<file path="config.mk">
export PLATFORM = sky130hd
export DESIGN_NAME = mem_bus_arbiter
export DESIGN_NICKNAME = d
export VERILOG_FILES = /design/src/rtl/mem_bus_arbiter.sv
export SDC_FILE = /design/constraint.sdc
export NUM_CORES = 1
export LEC_CHECK = 0
export CORE_AREA = 3 3 119 121
export DETAILED_ROUTE_END_ITERATION = 8
export DIE_AREA = 0 0 122 124
export PLACE_DENSITY = 0.68
export SLEW_MARGIN = 10
export SYNTH_ARGS = -nofsm -noshare
export SYNTH_HDL_FRONTEND = slang
export SYNTH_SLANG_ARGS = --single-unit
</file>
<file path="constraint.sdc">
create_clock -name clk -period 1.85 [get_ports clk]
set_input_delay 0.37 -clock clk [delete_from_list [all_inputs] [get_ports clk]]
set_output_delay 0.37 -clock clk [all_outputs]
set_load 0.03 [all_outputs]
</file>
<file path="src/rtl/mem_bus_arbiter.sv">
// Round-robin arbiter giving two valid/ready masters access to one memory slave.
// Optional hung-slave timeout is built when MEM_BUS_ARBITER_TIMEOUT_EN is defined.
module mem_bus_arbiter #(
    parameter int unsigned AW      = 32,
    parameter int unsigned DW      = 32,
    parameter int unsigned TIMEOUT = 255
) (
    input  logic            clk,
    input  logic            rst_n,
    input  logic            m0_valid,
    output logic            m0_ready,
    input  logic [AW-1:0]   m0_addr,
    input  logic [DW-1:0]   m0_wdata,
    input  logic [DW/8-1:0] m0_wstrb,
    output logic [DW-1:0]   m0_rdata,
    input  logic            m1_valid,
    output logic            m1_ready,
    input  logic [AW-1:0]   m1_addr,
    input  logic [DW-1:0]   m1_wdata,
    input  logic [DW/8-1:0] m1_wstrb,
    output logic [DW-1:0]   m1_rdata,
    output logic            s_valid,
    input  logic            s_ready,
    output logic [AW-1:0]   s_addr,
    output logic [DW-1:0]   s_wdata,
    output logic [DW/8-1:0] s_wstrb,
    input  logic [DW-1:0]   s_rdata,
    output logic [1:0]      grant,
    output logic            timeout_err
);

    typedef enum logic [1:0] {StIdle, StOwn0, StOwn1} state_e;

    state_e state_q, state_d;
    logic   last_q, last_d;  // 1 = master 1 was the last to complete
    logic   owner_valid;
    logic   timeout_hit;

    if (TIMEOUT == 0) begin : g_timeout_check
        $error("mem_bus_arbiter: TIMEOUT must be nonzero");
    end

    always_ff @(posedge clk or negedge rst_n) begin
        if (!rst_n) begin
            state_q <= StIdle;
            last_q  <= 1'b1;
        end else begin
            state_q <= state_d;
            last_q  <= last_d;
        end
    end

    always_comb begin
        state_d = state_q;
        last_d  = last_q;
        unique case (state_q)
            StIdle: begin
                if (m0_valid && (!m1_valid || last_q)) begin
                    state_d = StOwn0;
                end else if (m1_valid) begin
                    state_d = StOwn1;
                end
            end
            StOwn0, StOwn1: begin
                if (!owner_valid) begin
                    // Owner withdrew before completion: release without crediting it.
                    state_d = StIdle;
                end else if (s_ready || timeout_hit) begin
                    state_d = StIdle;
                    last_d  = (state_q == StOwn1);
                end
            end
            default: state_d = StIdle;
        endcase
    end

    always_comb begin
        grant       = 2'b00;
        owner_valid = 1'b0;
        s_valid     = 1'b0;
        s_addr      = '0;
        s_wdata     = '0;
        s_wstrb     = '0;
        m0_ready    = 1'b0;
        m0_rdata    = '0;
        m1_ready    = 1'b0;
        m1_rdata    = '0;
        unique case (state_q)
            StOwn0: begin
                grant       = 2'b01;
                owner_valid = m0_valid;
                s_valid     = m0_valid & ~timeout_hit;
                s_addr      = m0_addr;
                s_wdata     = m0_wdata;
                s_wstrb     = m0_wstrb;
                m0_ready    = s_ready | timeout_hit;
                m0_rdata    = timeout_hit ? DW'(32'hDEADBEEF) : s_rdata;
            end
            StOwn1: begin
                grant       = 2'b10;
                owner_valid = m1_valid;
                s_valid     = m1_valid & ~timeout_hit;
                s_addr      = m1_addr;
                s_wdata     = m1_wdata;
                s_wstrb     = m1_wstrb;
                m1_ready    = s_ready | timeout_hit;
                m1_rdata    = timeout_hit ? DW'(32'hDEADBEEF) : s_rdata;
            end
            default: ;
        endcase
    end

`ifdef MEM_BUS_ARBITER_TIMEOUT_EN
    localparam int unsigned CntW = (TIMEOUT > 255) ? $clog2(TIMEOUT + 1) : 8;

    logic [CntW-1:0] cnt_q, cnt_d;
    logic            err_q, err_d;
    logic            owned;

    assign owned       = (state_q != StIdle);
    assign timeout_hit = owned && !s_ready && (cnt_q == CntW'(TIMEOUT));
    assign timeout_err = err_q;

    // Held at zero while idle so every grant starts counting from zero.
    always_comb begin
        cnt_d = cnt_q;
        err_d = err_q | timeout_hit;
        if (!owned) begin
            cnt_d = '0;
        end else if (!s_ready && !timeout_hit) begin
            cnt_d = cnt_q + 1'b1;
        end
    end

    always_ff @(posedge clk or negedge rst_n) begin
        if (!rst_n) begin
            cnt_q <= '0;
            err_q <= 1'b0;
        end else begin
            cnt_q <= cnt_d;
            err_q <= err_d;
        end
    end
`else
    assign timeout_hit = 1'b0;
    assign timeout_err = 1'b0;
`endif

endmodule

</file>
==> results of run 1 <==
==> cell type report <==
| type | count | share of cell area |
|---|---|---|
| inverter | 2 | 0.00160 |
| sequential | 3 | 0.0124 |
| clock buffer | 4 | 0.0126 |
| tap | 176 | 0.0352 |
| timing repair buffer | 346 | 0.607 |
| multi-input combinational | 224 | 0.331 |
==> registers in the layout (all words and copies together), names as in the netlist <==
name     flops
state_q      2
last_q       1
==> routing by layer <==
| layer | GRT usage | wire length (um) | up-vias |
|---|---|---|---|
| li1 | - | - | 1547 |
| met3 | 0.0418 | 1130 | 13 |
| met2 | 0.309 | 7630 | 164 |
| met4 | 0.0273 | 197 | 0 |
| met1 | 0.163 | 4630 | 1578 |
| met5 | 0 | 0 | - |
==> how the worst min path moves through the flow <==
stage	startpoint	endpoint	slack [ns]	cells past startpoint
after global placement	rst_n	state_q[1]$_DFFE_PN0P_	0.57	1
after CTS	rst_n	state_q[0]$_DFFE_PN0P_	0.33	1
final	rst_n	state_q[0]$_DFFE_PN0P_	0.33	1
after global routing	rst_n	state_q[0]$_DFFE_PN0P_	0.34	1
after detailed placement	rst_n	state_q[1]$_DFFE_PN0P_	0.56	1
after floorplan	rst_n	state_q[0]$_DFFE_PN0P_	0.07	0
==> synthesized netlist by cell type (2+ instances only) <==
cell type | instances | share of area
a21oi_1 | 2 | 0.0056
a22oi_1 | 69 | 0.29
and2_1 | 67 | 0.23
buf_2 | 14 | 0.039
buf_4 | 4 | 0.017
clkbuf_1 | 11 | 0.023
dfrtp_1 | 2 | 0.028
ha_1 | 5 | 0.035
inv_1 | 2 | 0.0042
nor2b_1 | 69 | 0.24
o21ai_1 | 2 | 0.0056
==> per-stage QoR <==
step                utilization  instance area, sq um  hold slack (ns)  TNS [ns]  power (W)
CTS                       0.448                  5910            0.329    -13.02    0.00869
global route              0.474                  6250            0.336    -18.00    0.00965
global placement          0.379                  5000            0.568         0    0.00667
floorplan                     -                  1960           0.0744         0    0.00436
finish                    0.474                  6250            0.326     -9.68    0.00919
detailed placement        0.379                  5000            0.564         0    0.00676
==> repair_timing <==
item / 4_1_cts / 5_1_grt
endpoints found under the setup margin: 135 / 135
buffers inserted: 12 / 2
pin swaps: 1 / 3
endpoints found under the hold margin: 0 / 0
cloned: 9 / 4
gates resized for setup: 135 / 85
==> cells by family (layout without fill, tap and decap cells) <==
family,count (synthesis),count (layout),share of synthesized area
simple gates,140,140,0.490
compound gates,77,77,0.323
buf+inv,34,352,0.0997
mux,1,1,0.00837
flops,3,3,0.0425
other cells,1,1,0.00209
fa+ha+maj,5,5,0.0349
==> where the power goes <==
part	switching (W)	internal [W]
clock	0.0000645	0.000285
sequential	0.0000363	0.000106
combinational	0.00428	0.00442
==> key figures, run 1 <==
Run status
  – Status: finished with violations
  – Failing checks: setup timing

Clock tree
  – H-tree depth: 1
  – Worst-path clk slew: 0.03 ns
  – Post-cts hold buffer count: 0
  – Cell chosen for the clock root: clkbuf_16
  – Clk sink count: 3
  – CTS Buffer Depth: 2
  – Num CTS Buffers: 3
  – TritonCTS clock tree: done
  – Clock latency on the worst-skew pair: 0.23 ns

STA
  – Tcrit/Tclk final: 1.09
  – Final worst slack: -0.160 ns
  – RSZ-0062 raised after global routing: true
  – Tmin final: 2.01 ns
  – Fin. Hold Viols: 0
  – F_max: 497 MHz
  – Final Skew: 0.000841 ns
  – Final Max Slew Viols: 0
  – Final setup violation count: 114

Layout
  – Storage cell area: 77.6 sq um
  – Commonest non-fill, non-tap cell in the layout: clkdlybuf4s50_1
  – Multi-input logic area: 2070 sq um
  – Most frequent cells in the layout: clkdlybuf4s50_1 (172), buf_6 (105), nor2b_2 (67), and2_4 (63), buf_4 (43)
  – Layout cells sized above 1: 0.610
  – Area Growth Syn to Fin: 249%
  – FILL cells: 1207
  – ANT cells: 0
  – Post-route insts no fill: 755
  – Layout Nets: 758

Pwr
  – Max VDD drop: 0.000675 V
  – Leakage power: 2.52 nW
  – P per Cell Area: 1470 nW/um^2

Synth
  – Main synth FF type: dfrtp_1
  – Post-synth cell types: 25
  – Part of the Yosys area used for sequential elements: 0.0425
  – #FFs+latches synth: 3
  – Net Count, Synth: 439
  – Syn avg cell area: 6.87 sq um
  – Synth Warn #: 0
  – Synth Instances: 261
  – Number of flops mapped to enable cells by yosys: 0
  – Async SR Flop Fraction: 1.00
  – Mapped cell area: 1790 sq um

Routing
  – Post-Route WL: 13600 um
  – DRC: 0
  – Via-per-instance ratio: 4.37
  – Drt pass-1 iters: 4
  – Routed wire length per instance: 18.0 um
  – Total number of vias: 3302
  – 1st-iter DRT viols: 71
  – Final ANT Viol Nets: 0

Worst setup path
  – Critical Path Stages: 7
  – Worst Setup End Kind: primary output
  – Reg2Reg Setup Slack: 0.15 ns
  – Crit path required time: 1.48 ns
  – Start point of the critical path: state_q[0]$_DFFE_PN0P_
  – Startpoint types: flop
  – RR Startpoint: state_q[1]$_DFFE_PN0P_
  – Crit Path Max Fanout: 6
  – Crit path arrival time: 1.64 ns
  – FF-to-FF path depth: 7
  – Worst r2r dst: last_q$_DFFE_PN1P_
  – Critical path cell sequence: inv_4 > ha_4 > buf_12 > clkbuf_16 > a22oi_2 > nor2b_2 > buf_6
  – Top delay family on crit path: buffers and inverters
  – Critical path's slowest cell: dfrtp_2
  – Critical path buffer and inverter count: 4
  – Critical path class: reg -> out
  – Critical Path Max Stage Delay: 0.44 ns
  – Crit path capture: s_wdata[9]

Global route
  – Largest net degree at the start of global routing: 40
  – Initial antenna violation count: 0
  – Gr ovfl total: 0
  – Total GRT Usage: 0.155
  – Vias in the first global route: 3433
  – Global-route wire length before repair: 18400 um

Placement
  – Port-buffer cells: 309
  – Cell Count Post-Placement: 728
  – Pre-CTS setup slack: 0.0208 ns
  – RePlAce Congestion: 0.807
  – HPWL Detailed: 9290 um

Die
  – Die area: 15100 sq um
  – Core Region: 13200 sq um
  – Die width: 122 um
  – Starting Density: 0.136
  – Placement row count: 42
  – IO Pins: 311
  – Die Span Y: 124 um

Hold path
  – HP Class: in -> async

Job
  – Max cap viols: 0
Note: power is estimated with default switching activity, not from simulation.
==> run 2, diff against run 1 <==
--- a/config.mk
+++ b/config.mk
@@ -5,10 +5,10 @@
 export SDC_FILE = /design/constraint.sdc
 export NUM_CORES = 1
 export LEC_CHECK = 0
-export CORE_AREA = 3 3 119 121
+export CORE_AREA = 2 2 121 123
 export DETAILED_ROUTE_END_ITERATION = 8
-export DIE_AREA = 0 0 122 124
-export PLACE_DENSITY = 0.68
+export DIE_AREA = 0 0 123 125
+export PLACE_DENSITY = 0.66
 export SLEW_MARGIN = 10
 export SYNTH_ARGS = -nofsm -noshare
 export SYNTH_HDL_FRONTEND = slang
==> run 2 against run 1 <==
  * The run still ends with setup timing left
  * Fmax fell by 3.1%
  * Via count grew 3.8%
  * Critical endpoint is now s_wstrb[0]
  * Worst setup slack worse by 0.065 ns
  * Register-to-register slack worse by 0.10 ns
  * Largest cell class unchanged
  * Highest routed layer unchanged
  * First-iteration DRC count is 15% lower
==> key figures, run 2 (synthesis results as in run 1) <==
Layout
  – Largest Register: state_q
  – Layout Nets: 770 (+1.6%)
  – Layout cells sized above 1: 0.646 (+0.0367)
  – ANT cells: 0 (unchanged)
  – FILL cells: 1256 (+4.1%)
  – Post-layout util: 0.490 (+0.0162)
  – Commonest non-fill, non-tap cell in the layout: clkdlybuf4s50_1
  – Largest register FFs: 2 (unchanged)
  – Area Growth Syn to Fin: 288%
  – Most frequent cells in the layout: clkdlybuf4s50_1 (172), buf_6 (135), a22oi_2 (58), and2_4 (58), nor2b_4 (38)
  – Fin area: 6960 sq um (+11%)
  – Largest registers: state_q: 2 flops, last_q: 1 flops

Worst setup path
  – FF-to-FF path depth: 9 (+2)
  – Reg2Reg Setup Slack: 0.05 ns (-0.10 ns)
  – Worst Setup End Kind: primary output
  – Start point of the critical path: state_q[1]$_DFFE_PN0P_
  – Crit path required time: 1.48 ns (about the same)
  – Crit path capture: s_wstrb[0]
  – Startpoint types: flop
  – Crit path arrival time: 1.71 ns (+0.07 ns)
  – RR Startpoint: state_q[1]$_DFFE_PN0P_
  – Crit Path Max Fanout: 7 (+1)
  – Worst r2r dst: state_q[0]$_DFFE_PN0P_
  – Critical path class: reg -> out

Routing
  – 1st-iter DRT viols: 60 (-15%)
  – Via-per-instance ratio: 4.42 (+1.1%)
  – Post-Route WL: 15100 um (+11%)
  – Final ANT Viol Nets: 0 (unchanged)
  – Routed wire length per instance: 19.5 um (+8.4%)
  – Drt pass-1 iters: 5 (+1)
  – Total number of vias: 3428 (+3.8%)
  – DRC: 0 (unchanged)

Global route
  – Gr ovfl total: 0 (unchanged)
  – Vias in the first global route: 3611 (+5.2%)
  – Global-route wire length before repair: 19700 um (+7.2%)
  – Initial antenna violation count: 0 (unchanged)
  – Total GRT Usage: 0.162 (+0.00715)
  – Largest net degree at the start of global routing: 33 (-18%)

Job
  – Max cap viols: 0 (unchanged)

Pwr
  – Leakage power: 2.80 nW (+11%)
  – Max VDD drop: 0.000741 V (+9.8%)
  – P per Cell Area: 1610 nW/um^2 (+9.4%)

Clock tree
  – Clk sink count: 3 (unchanged)
  – TritonCTS clock tree: done
  – CTS Buffer Depth: 2 (unchanged)
  – Worst-path clk slew: 0.03 ns (about the same)
  – Clock latency on the worst-skew pair: 0.22 ns (about the same)
  – H-tree depth: 1 (unchanged)
  – Cell chosen for the clock root: clkbuf_16
  – Num CTS Buffers: 3 (unchanged)

STA
  – F_max: 482 MHz (-3.1%)
  – Final worst slack: -0.225 ns (-0.0651 ns)
  – Final Max Slew Viols: 0 (unchanged)
  – Fin. Hold Viols: 0 (unchanged)
  – Fin Hold WS: 0.331 ns (+0.00493 ns)
  – RSZ-0062 raised after global routing: true
  – Final setup violation count: 130 (+14%)
  – Final Skew: 0.000391 ns (-0.000450 ns)
  – Tmin final: 2.08 ns (+0.0651 ns)
  – Tcrit/Tclk final: 1.12 (+0.0352)

Placement
  – Area after DPL: 5020 sq um (+0.40%)
  – Port-buffer cells: 309 (unchanged)
  – HPWL Detailed: 8600 um (-7.4%)
  – Pre-CTS setup slack: -0.0440 ns (-0.0647 ns)
  – RePlAce Congestion: 0.778 (-3.7%)

Die
  – Die Span Y: 125 um (+0.81%)
  – Die width: 123 um (+0.82%)
  – Placement row count: 44 (+4.8%)
  – Core Region: 14200 sq um (+7.7%)
  – Starting Density: 0.126 (-0.00971)
  – IO Pins: 311 (unchanged)
  – Die area: 15400 sq um (+1.6%)

Hold path
  – HP Class: in -> async

Run status
  – Failing checks: setup timing
  – Status: finished with violations
## run 2: changes by cell type in the layout (fill, tap and decap cells not counted), moves of 7 or more
cell	previous run	this run
nor2b_2	67	30
nor2b_4	1	38
buf_4	43	10
buf_6	105	135
a22oi_1	36	12
a22oi_2	34	58
buf_12	15	22
## run 2: layout make-up
class / instances / area, sq um / area share
Inverter: 2 / 7.51 / 0.00108
Clock buffer: 4 / 78.8 / 0.0113
Sequential cell: 3 / 76.3 / 0.0110
Tap cell: 184 / 230 / 0.0331
Multi-Input combinational cell: 224 / 2370 / 0.340
Timing Repair Buffer: 358 / 4200 / 0.604
## run 2: where the power goes
group,switching [W],internal [W],total (W)
Sequential,0.0000293,0.000104,0.000134
Combinational,0.00499,0.00573,0.0107
Clock,0.0000561,0.000284,0.000340
Total,0.00507,0.00612,0.0112
## run 2: worst min path at each step
stage                                   to  slack (ns)
finish              state_q[1]$_DFFE_PN0P_        0.33
global route        state_q[1]$_DFFE_PN0P_        0.34
CTS                 state_q[1]$_DFFE_PN0P_        0.33
detailed placement  state_q[1]$_DFFE_PN0P_        0.56
global placement    state_q[1]$_DFFE_PN0P_        0.56
floorplan           state_q[0]$_DFFE_PN0P_        0.07
## run 2: metal layers
metal | share of wire | vias up | global-route usage | wire (um)
met5 | 0 | - | 0 | 0
met4 | 0.0081 | 0 | 0.0207 | 122
met3 | 0.066 | 8 | 0.0301 | 1000
met2 | 0.58 | 174 | 0.324 | 8760
met1 | 0.35 | 1672 | 0.177 | 5240
li1 | - | 1574 | - | -
## run 2: stage by stage
stage               total power [W]  instances  TNS (ns)
floorplan                   0.00436        261         0
global placement            0.00676        733   -0.0126
detailed placement          0.00683        733    -0.341
CTS                         0.00984        758    -15.43
global route                 0.0117        775    -22.99
finish                       0.0112        775    -16.49
## run 2: what timing repair did
item,4_1_cts,5_1_grt
cloned,11,10
setup endpoints to repair,136,136
hold buffers,0,0
pin swaps,2,8
resized for setup,205,104
setup buffers,10,11
## run 2: critical path: stages, from the launching register on
cell,delay (ns)
dfrtp_1,0.39
buf_6,0.13
ha_4,0.17
buf_12,0.14
buf_12,0.13
buf_16,0.14
a22oi_2,0.19
nor2b_4,0.06
buf_6,0.13
==> run 3, diff against run 2 <==
--- a/config.mk
+++ b/config.mk
@@ -5,10 +5,10 @@
 export SDC_FILE = /design/constraint.sdc
 export NUM_CORES = 1
 export LEC_CHECK = 0
-export CORE_AREA = 2 2 121 123
+export CORE_AREA = 2 2 122 124
 export DETAILED_ROUTE_END_ITERATION = 8
-export DIE_AREA = 0 0 123 125
-export PLACE_DENSITY = 0.66
+export DIE_AREA = 0 0 124 126
+export PLACE_DENSITY = 0.65
 export SLEW_MARGIN = 10
 export SYNTH_ARGS = -nofsm -noshare
 export SYNTH_HDL_FRONTEND = slang
==> constraint.sdc (replaced) <==
create_clock -name clk -period 2.55 [get_ports clk]
set_input_delay 0.51 -clock clk [delete_from_list [all_inputs] [get_ports clk]]
set_output_delay 0.51 -clock clk [all_outputs]
set_load 0.03 [all_outputs]
==> run 3 against run 2 <==
  * The flow now finishes without violations
  * Critical path depth shrank 2
  * Via count shrank 12%
  * Count of clock-buffer cells in the layout is the same
  * Clock power shrank 27%
  * Hold slack gained 0.15 ns
  * Final cell count shrank 5.5%
  * Design area shrank 30%
  * Non-clock buffer count shrank 43
  * Routed wire length shrank 30%
  * Sequential cell count is the same
  * Critical path type unchanged
  * Largest cell class unchanged
==> key figures, run 3 (synthesis results as in run 1) <==
Placement
  – Cell Count Post-Placement: 727 (-0.82%)
  – HPWL Detailed: 8730 um (+1.5%)
  – Port-buffer cells: 309 (unchanged)
  – RePlAce Congestion: 0.805 (+3.5%)

Routing
  – Final ANT Viol Nets: 0 (unchanged)
  – Drt pass-1 iters: 5 (unchanged)
  – DRC: 0 (unchanged)
  – Total number of vias: 3018 (-12%)
  – Via-per-instance ratio: 4.12 (-6.8%)
  – Post-Route WL: 10600 um (-30%)
  – 1st-iter DRT viols: 94 (+57%)
  – Routed wire length per instance: 14.5 um (-26%)

Global route
  – Largest net degree at the start of global routing: 73 (+120%)
  – Global-route wire length before repair: 15400 um (-22%)
  – Met1 usage in global routing: 0.137 (-0.0395)
  – GRT Max-Usage Layer: met2
  – Vias in the first global route: 3029 (-16%)
  – Grt met3 use: 0.0435 (+0.0134)
  – Initial antenna violation count: 0 (unchanged)
  – Met2 usage: 0.229 (-0.0945)
  – Gr ovfl total: 0 (unchanged)
  – Total GRT Usage: 0.124 (-0.0380)

STA
  – Final Skew: 0.00129 ns (+0.000899 ns)
  – Setup TNS: 0 ns (+16.49 ns)
  – F_max: 425 MHz
  – Fin. Hold Viols: 0 (unchanged)
  – Tcrit/Tclk final: 0.924
  – Final setup violation count: 0 (-100%)
  – Tmin final: 2.36 ns
  – Final Max Slew Viols: 0 (unchanged)
  – RSZ-0062 raised after global routing: false

Layout
  – Largest registers: state_q: 2 flops, last_q: 1 flops
  – Largest Register: state_q
  – Area Growth Syn to Fin: 172%
  – Multi-input logic area: 1570 sq um (-34%)
  – Commonest non-fill, non-tap cell in the layout: clkdlybuf4s50_1
  – Storage cell area: 76.3 sq um (unchanged)
  – Most frequent cells in the layout: clkdlybuf4s50_1 (174), buf_4 (130), a22oi_1 (69), nor2b_1 (69), and2_1 (67)
  – Largest register FFs: 2 (unchanged)
  – Layout cells sized above 1: 0.279 (-0.367)
  – FILL cells: 1505 (+20%)
  – Post-route insts no fill: 732 (-5.5%)
  – ANT cells: 0 (unchanged)
  – Layout Nets: 727 (-5.6%)

Clock tree
  – Cell chosen for the clock root: clkbuf_16
  – Clock latency on the worst-skew pair: 0.22 ns (about the same)
  – CTS Buffer Depth: 2 (unchanged)
  – Num CTS Buffers: 3 (unchanged)
  – H-tree depth: 1 (unchanged)
  – Worst-path clk slew: 0.03 ns (about the same)
  – Clk sink count: 3 (unchanged)
  – TritonCTS clock tree: done

Worst setup path
  – Critical path buffer and inverter count: 3 (-2)
  – Critical Path Max Stage Delay: 0.41 ns (+0.02 ns)
  – Startpoint types: flop
  – Worst Setup End Kind: primary output
  – Top delay family on crit path: buffers and inverters
  – Crit Path Max Fanout: 52 (+45)
  – Critical path's slowest cell: dfrtp_1
  – Critical path class: reg -> out
  – Crit path arrival time: 1.85 ns (+0.14 ns)
  – Top cell by count, worst path: buf_12
  – Critical path cell sequence: inv_1 > ha_4 > buf_12 > a22o_2 > and2_1 > buf_12
  – Crit path required time: 2.04 ns (+0.56 ns)

Pwr
  – P per Cell Area: 985 nW/um^2 (-39%)
  – Leakage power: 2.03 nW (-27%)
  – Max VDD drop: 0.000703 V (-5.1%)
  – Tot Pwr: 0.00482 W (-57%)

Job
  – Max cap viols: 0 (unchanged)

Die
  – Starting Density: 0.125 (-0.000972)
  – Placement row count: 44 (unchanged)
  – Die width: 124 um (+0.81%)
  – Die Span Y: 126 um (+0.80%)
  – Core Region: 14300 sq um (+0.78%)
  – IO Pins: 311 (unchanged)
  – Die area: 15600 sq um (+1.6%)

Run status
  – Status: completed

Hold path
  – HP Class: in -> async
run 3: final timing paths:
kind,from,endpoint,slack [ns],cells after the start
worst max register to register,state_q[1]$_DFFE_PN0P_,state_q[0]$_DFFE_PN0P_,0.81,6
worst min-delay path,rst_n,state_q[1]$_DFFE_PN0P_,0.48,1
max in group asynchronous,rst_n,last_q$_DFFE_PN1P_,1.84,1
worst min register to register,last_q$_DFFE_PN1P_,last_q$_DFFE_PN1P_,0.63,1
worst max-delay path,state_q[0]$_DFFE_PN0P_,s_valid,0.19,6
min in group clk,last_q$_DFFE_PN1P_,last_q$_DFFE_PN1P_,0.63,1
run 3: cell type report:
cell class / instances / share of cell area
sequential: 3 / 0.0156
inverter: 2 / 0.00154
multi-input combinational: 224 / 0.320
timing repair buffer: 315 / 0.599
clock buffer: 4 / 0.0161
tap: 184 / 0.0471
run 3: metal layers:
layer  wire length (um)  vias up
li1                   -     1476
met4                 71        0
met5                  0        -
met3               1190        8
met1               3890     1361
met2               5440      173
run 3: power by group:
| part | switching (W) | internal, W | leakage (nW) | total (W) |
|---|---|---|---|---|
| clock | 0.0000408 | 0.000206 | 0.0382 | 0.000247 |
| sequential | 0.0000249 | 0.0000756 | 0.0362 | 0.000101 |
| combinational | 0.00256 | 0.00191 | 1.96 | 0.00447 |
run 3: timing repair:
item / in CTS / in global routing
resized for setup: 0 / 1
hold buffers: 0 / 0
setup buffers: 0 / 1
endpoints found under the setup margin: 0 / 14
run 3: stage by stage:
step	setup WS (ns)	cell area (sq um)	utilization	hold slack, ns
final	0.194	4890	0.342	0.479
after global routing	0.0614	4890	0.342	0.491
after CTS	0.0806	4880	0.341	0.480
after detailed placement	0.327	4800	0.335	0.626
after global placement	0.368	4800	0.335	0.624
after floorplan	0.437	1790	-	0.214
